**config.mk**
```make
export PLATFORM = sky130hd
export DESIGN_NAME = reg_loader
export DESIGN_NICKNAME = d
export VERILOG_FILES = /design/src/rtl/reg_loader.sv
export SDC_FILE = /design/constraint.sdc
export NUM_CORES = 1
export LEC_CHECK = 0
export ABC_CLOCK_PERIOD_IN_PS = 1400
export BUFFER_PORTS_ARGS = -buffer_cell sky130_fd_sc_hd__buf_2
export CORE_UTILIZATION = 30
export CTS_BUF_LIST = sky130_fd_sc_hd__clkbuf_8
export DETAILED_ROUTE_END_ITERATION = 12
export PLACE_DENSITY = 0.57
export SLEW_MARGIN = 10
export SYNTH_ARGS = -nofsm -noshare
export SYNTH_HDL_FRONTEND = slang
export SYNTH_SLANG_ARGS = --single-unit
export TNS_END_PERCENT = 1
```
**constraint.sdc**
```tcl
create_clock -name clk -period 1.4 [get_ports clk]
set_input_delay 0.21 -clock clk [delete_from_list [all_inputs] [get_ports clk]]
set_output_delay 0.21 -clock clk [all_outputs]
set_load 0.03 [all_outputs]
```
**src/rtl/reg_loader.sv**
```systemverilog
// Byte-stream to bank loader: packs byte pairs (high first) into words written to consecutive registers; 3 cycles/word (4 with verify).
// Stalls in HI/LO while in_valid is low (in_ready only in HI/LO); optional read-back check under REG_LOADER_VERIFY_EN.
module reg_loader #(
  parameter int NUM_REGS = 14,
  parameter int ADDR_W   = 4,
  parameter int DATA_W   = 16
) (
  input  logic              clk,
  input  logic              rst,
  input  logic              start,
  input  logic [ADDR_W-1:0] base_addr,
  input  logic [ADDR_W-1:0] count,
  input  logic              in_valid,
  input  logic [7:0]        in_data,
  output logic              in_ready,
  output logic              we,
  output logic [ADDR_W-1:0] addr_wr,
  output logic [DATA_W-1:0] wr_data,
  output logic [ADDR_W-1:0] addr_rd,
  input  logic [DATA_W-1:0] rd_data,
  output logic              busy,
  output logic              done,
  output logic              err
);

  typedef enum logic [2:0] {
    IDLE   = 3'd0,
    HI     = 3'd1,
    LO     = 3'd2,
    WRITE  = 3'd3,
    VERIFY = 3'd4,
    FIN    = 3'd5
  } state_t;

  localparam logic [ADDR_W:0]   N_REGS    = (ADDR_W+1)'(NUM_REGS);
  localparam logic [ADDR_W-1:0] LAST_ADDR = ADDR_W'(NUM_REGS - 1);

  state_t            state, state_nxt;
  logic [ADDR_W-1:0] cur_addr;
  logic [ADDR_W-1:0] remaining;
  logic [DATA_W-1:0] word;
  logic [ADDR_W-1:0] addr_wr_q;
  logic [DATA_W-1:0] wr_data_q;
  logic              err_q;
  logic              args_bad;
  logic              last_word;

  assign args_bad  = ({1'b0, base_addr} >= N_REGS) || ({1'b0, count} > N_REGS);
  assign last_word = (remaining == ADDR_W'(1));

  assign addr_wr = addr_wr_q;
  assign wr_data = wr_data_q;
  assign err     = err_q;

`ifdef REG_LOADER_VERIFY_EN
  assign addr_rd = cur_addr;
`else
  logic unused_rd;
  assign unused_rd = ^rd_data;
  assign addr_rd   = '0;
`endif

  always_ff @(posedge clk) begin
    if (rst) state <= IDLE;
    else     state <= state_nxt;
  end

  always_comb begin
    state_nxt = state;
    in_ready  = 1'b0;
    we        = 1'b0;
    done      = 1'b0;
    busy      = (state != IDLE);
    case (state)
      IDLE: begin
        if (start) begin
          if (args_bad || count == '0) state_nxt = FIN;
          else                         state_nxt = HI;
        end
      end
      HI: begin
        in_ready = 1'b1;
        if (in_valid) state_nxt = LO;
      end
      LO: begin
        in_ready = 1'b1;
        if (in_valid) state_nxt = WRITE;
      end
      WRITE: begin
        we = 1'b1;
`ifdef REG_LOADER_VERIFY_EN
        state_nxt = VERIFY;
`else
        state_nxt = last_word ? FIN : HI;
`endif
      end
      VERIFY: begin
        state_nxt = last_word ? FIN : HI;
      end
      FIN: begin
        done      = 1'b1;
        state_nxt = IDLE;
      end
      default: state_nxt = IDLE;
    endcase
  end

  // Write port registers are loaded on the LO handshake so they are valid during WRITE and hold afterwards.
  always_ff @(posedge clk) begin
    if (rst) begin
      cur_addr  <= '0;
      remaining <= '0;
      word      <= '0;
      addr_wr_q <= '0;
      wr_data_q <= '0;
      err_q     <= 1'b0;
    end else begin
      case (state)
        IDLE: begin
          if (start) begin
            err_q <= args_bad;
            if (!args_bad && count != '0) begin
              cur_addr  <= base_addr;
              remaining <= count;
            end
          end
        end
        HI: begin
          if (in_valid) word[DATA_W-1 -: 8] <= in_data;
        end
        LO: begin
          if (in_valid) begin
            word[7:0] <= in_data;
            addr_wr_q <= cur_addr;
            wr_data_q <= {word[DATA_W-1 -: 8], in_data};
          end
        end
`ifndef REG_LOADER_VERIFY_EN
        WRITE: begin
          cur_addr  <= (cur_addr == LAST_ADDR) ? '0 : cur_addr + ADDR_W'(1);
          remaining <= remaining - ADDR_W'(1);
        end
`endif
        VERIFY: begin
          if (rd_data != word) err_q <= 1'b1;
          cur_addr  <= (cur_addr == LAST_ADDR) ? '0 : cur_addr + ADDR_W'(1);
          remaining <= remaining - ADDR_W'(1);
        end
        default: ;
      endcase
    end
  end

endmodule

```
==> metrics.md <==
| Metric | Value |
|---|---|
| Status | finished with violations |
| Failing checks | setup timing |
| CP bufs+invs | 3 |
| Setup violations, final | 12 |
| Drt first pass iters | 4 |
| Final hold slack | 169 ps |
| Avg Cell Area, Syn | 8.40 µm² |
| Met3 wire length | 278 µm |
| Setup TNS Final | -792 ps |
| Ys async rst share | 0% |
| Pwr Total | 3.00 mW |
| Critical Path RT | 1590 ps |
| Clk_lat worst skew | 290 ps |
| Post-synth EDFFs | 0 |
| Root Driver | clkbuf_8 |
| WL met1 | 2700 µm |
| Area grow syn2layout | 41.3% |
| Initial core utilization | 31.1% |
| Fin. max-slew vios | 0 |
| Final Hold Vio Count | 0 |
| Iter 0 DRT Violations | 124 |
| Crit path max fanout | 6 |
| Post-synthesis sequential area ratio | 37.7% |
| Unique masters post-synth | 52 |
| Die width | 86.2 µm |
| Pwr dens | 999 nW/µm² |
| Syn Std Cell Area | 2130 µm² |
| Number of diodes | 0 |
| Io pins | 65 |
| Worst-path cell chain | buf_6 > nand3b_1 > inv_2 > a21oi_4 > buf_4 > mux2i_1 > o32ai_1 |
| Peak VDD IR | 0.493 mV |
| CTS tree | done |
| Adder-cell area share of the yosys netlist | 1.18% |
| Max stage delay on crit path | 370 ps |
| Final Cycle Share | 108% |
| Final nets | 372 |
| DR top layer | met4 |
| Avg WL per Cell | 13.4 µm |
| Top-count cell post-synth | nand2_1 |
| FMAX | 0.662 GHz |
| Synth warn | 0 |
| CTS clk-pin slew, worst paths | 80 ps |
| Synth Register Bits | 40 |
| Unrepaired setup endpoints after global routing | true |
| Cells after Synth | 253 |
| Routed Antenna Nets | 0 |
| Arr. time, crit path | 1700 ps |
| Global router's overall resource usage | 15.5% |
| DIE AREA | 7430 µm² |
| # H-tree levels | 2 |
| Fin crit period | 1510 ps |
| Vias per cell | 4.70 |
| CTS buffer count | 5 |
| DPL Wire Length | 4130 µm |
| CTS max path bufs | 2 |
| Fillers | 697 |
| Placed Cells | 417 |
| Antenna violations before repair | 0 |
| IO buf count | 60 |
| Worst Hold Class | in -> reg |
| Slowest CP cell | dfxtp_4 |
| Pleak | 1.21 nW |
| Vias in the first global route | 1,778 |
| Synth area leader | dfxtp_1 |
| Chip height | 86.2 µm |
| Startpoint class of the critical path | flop |
| Simple-gate share of the synthesized area | 20.2% |
| Post-synthesis mux area share | 4.71% |
| Post-synth top flop | dfxtp_1 |
| Global-route wire length before repair | 8920 µm |
| CTS Sinks | 40 |
| # DRC | 0 |
| Clk_skew | 6.92 ps |
| Layout cells sized above 1 | 40.6% |
| Top area cells in the synthesized netlist | dfxtp_1 38%, nand2_1 8.1%, a21oi_1 7.5% |
| Kind of cell adding the most delay to the critical path | compound AO/OA/AOI/OAI gates |
| Post-route insts no fill | 431 |
| Crit end category | flop |
| Maximum number of pins on one net before global-route repair | 25 |
| Top cells by count, synth | 46 x nand2_1, 40 x dfxtp_1, 32 x a21oi_1, 16 x xnor2_1, 14 x nor2_1 |
| GP Congestion | 0.834 |
| Total grt overflow | 0 |
| Crit Path Class | reg -> reg |
| Vias | 2,025 |
| Max cap viols | 0 |
| Top cell type's share of synthesized area | 37.7% |
| Compound-gate portion of the synthesized area | 20.5% |
| Final WS setup | -110 ps |
| Xor/xnor share of the synthesized area | 6.59% |
| CTS Hold Bufs | 0 |
| Final wirelength | 5790 µm |
| Placement Rows | 30 |
| Core Area | 6830 µm² |
| DR WL met2 | 2740 µm |
| Largest family of logic cells by synthesized area | compound AO/OA/AOI/OAI gates |
| Fin util | 44.0% |
[cells by family after synthesis]
logic type,after synthesis
other,1
DFF,40
buffers and inverters,32
and+or+nand+nor,90
muxes,10
xor gates and xnor gates,16
adders and majority gates,2
AOI/OAI and AO/OA,62
[repair_timing]
item,4_1_cts,5_1_grt
resized for setup,27,17
buffers inserted,3,3
pin swaps,8,9
setup endpoints to repair,34,32
cloned,0,1
[where the power goes]
| part | switching (mW) | leakage [nW] | total, mW | internal (mW) |
|---|---|---|---|---|
| logic | 0.378 | 0.827 | 0.732 | 0.354 |
| registers | 0.0680 | 0.326 | 1.26 | 1.19 |
| clock network | 0.427 | 0.0614 | 1.01 | 0.583 |
| total | 0.872 | 1.21 | 3.00 | 2.13 |
[stage by stage]
step | setup WS [ps] | area, µm²
2_1_floorplan | -55.2 | 2140
3_3_place_gp | -189 | 2660
3_5_place_dp | -209 | 2660
4_1_cts | -129 | 2900
5_1_grt | -167 | 3000
6_report | -110 | 3000
[cells in the final DEF, fill, tap and decap left out, drive strengths merged, types with 2 or more instances in the layout]
cell type  instances
buf               96
nand2             46
dfxtp             40
a21oi             34
xnor2             16
nor2              16
mux2i             10
clkbuf             6
inv                6
nand3b             5
nor3               5
conb               4
nand2b             4
nand4              3
o32ai              3
o31ai              3
nand4b             2
nor2b              2
a211oi             2
or3b               2
a31oi              2
a22oi              2
ha                 2
nor4               2
a221oi             2
a2111oi            2
a311oi             2
o21ai              2
[sequential cells by signal, indices dropped and copies added (netlist names)]
signal     cells
addr_wr        4
cur_addr       4
err            1
remaining      4
state          3
word          15
wr_data        9
[layout make-up]
class	count	area (µm²)	area share, %
clock buffer	6	82.6	2.75
tap	96	120	4.00
multi-input combinational	185	1280	42.7
timing repair buffer	96	648	21.6
sequential	40	810	27.0
inverter	6	22.5	0.750
clock inverter	2	38.8	1.29
[per-layer routing]
metal	track usage, %	vias to the layer above
met5	0	-
met2	23.6	54
met3	3.24	4
li1	-	1037
met1	21.5	930
met4	6.06	0
[worst reg2reg max path, delay by kind of cell (launching register included)]
family	cells	cell delay (ps)
AND/OR/NAND/NOR	1	110
multiplexers	1	60
buffers and inverters	3	390
flip-flops	1	370
AO/OA/AOI/OAI	2	480
[worst paths after layout]
| kind | from | end | slack (ps) | depth (start not counted) |
|---|---|---|---|---|
| worst max-delay path | state[0]$_SDFFE_PP0P_ | remaining[2]$_SDFFE_PP0P_ | -110 | 7 |
| worst min-delay path | in_data[0] | word[0]$_SDFFE_PP0P_ | 170 | 3 |
| worst max register to register | state[0]$_SDFFE_PP0P_ | remaining[2]$_SDFFE_PP0P_ | -110 | 7 |
| worst min register to register | wr_data[13]$_SDFFE_PP0P_ | wr_data[13]$_SDFFE_PP0P_ | 450 | 2 |
(Power assumes the default switching activity.)
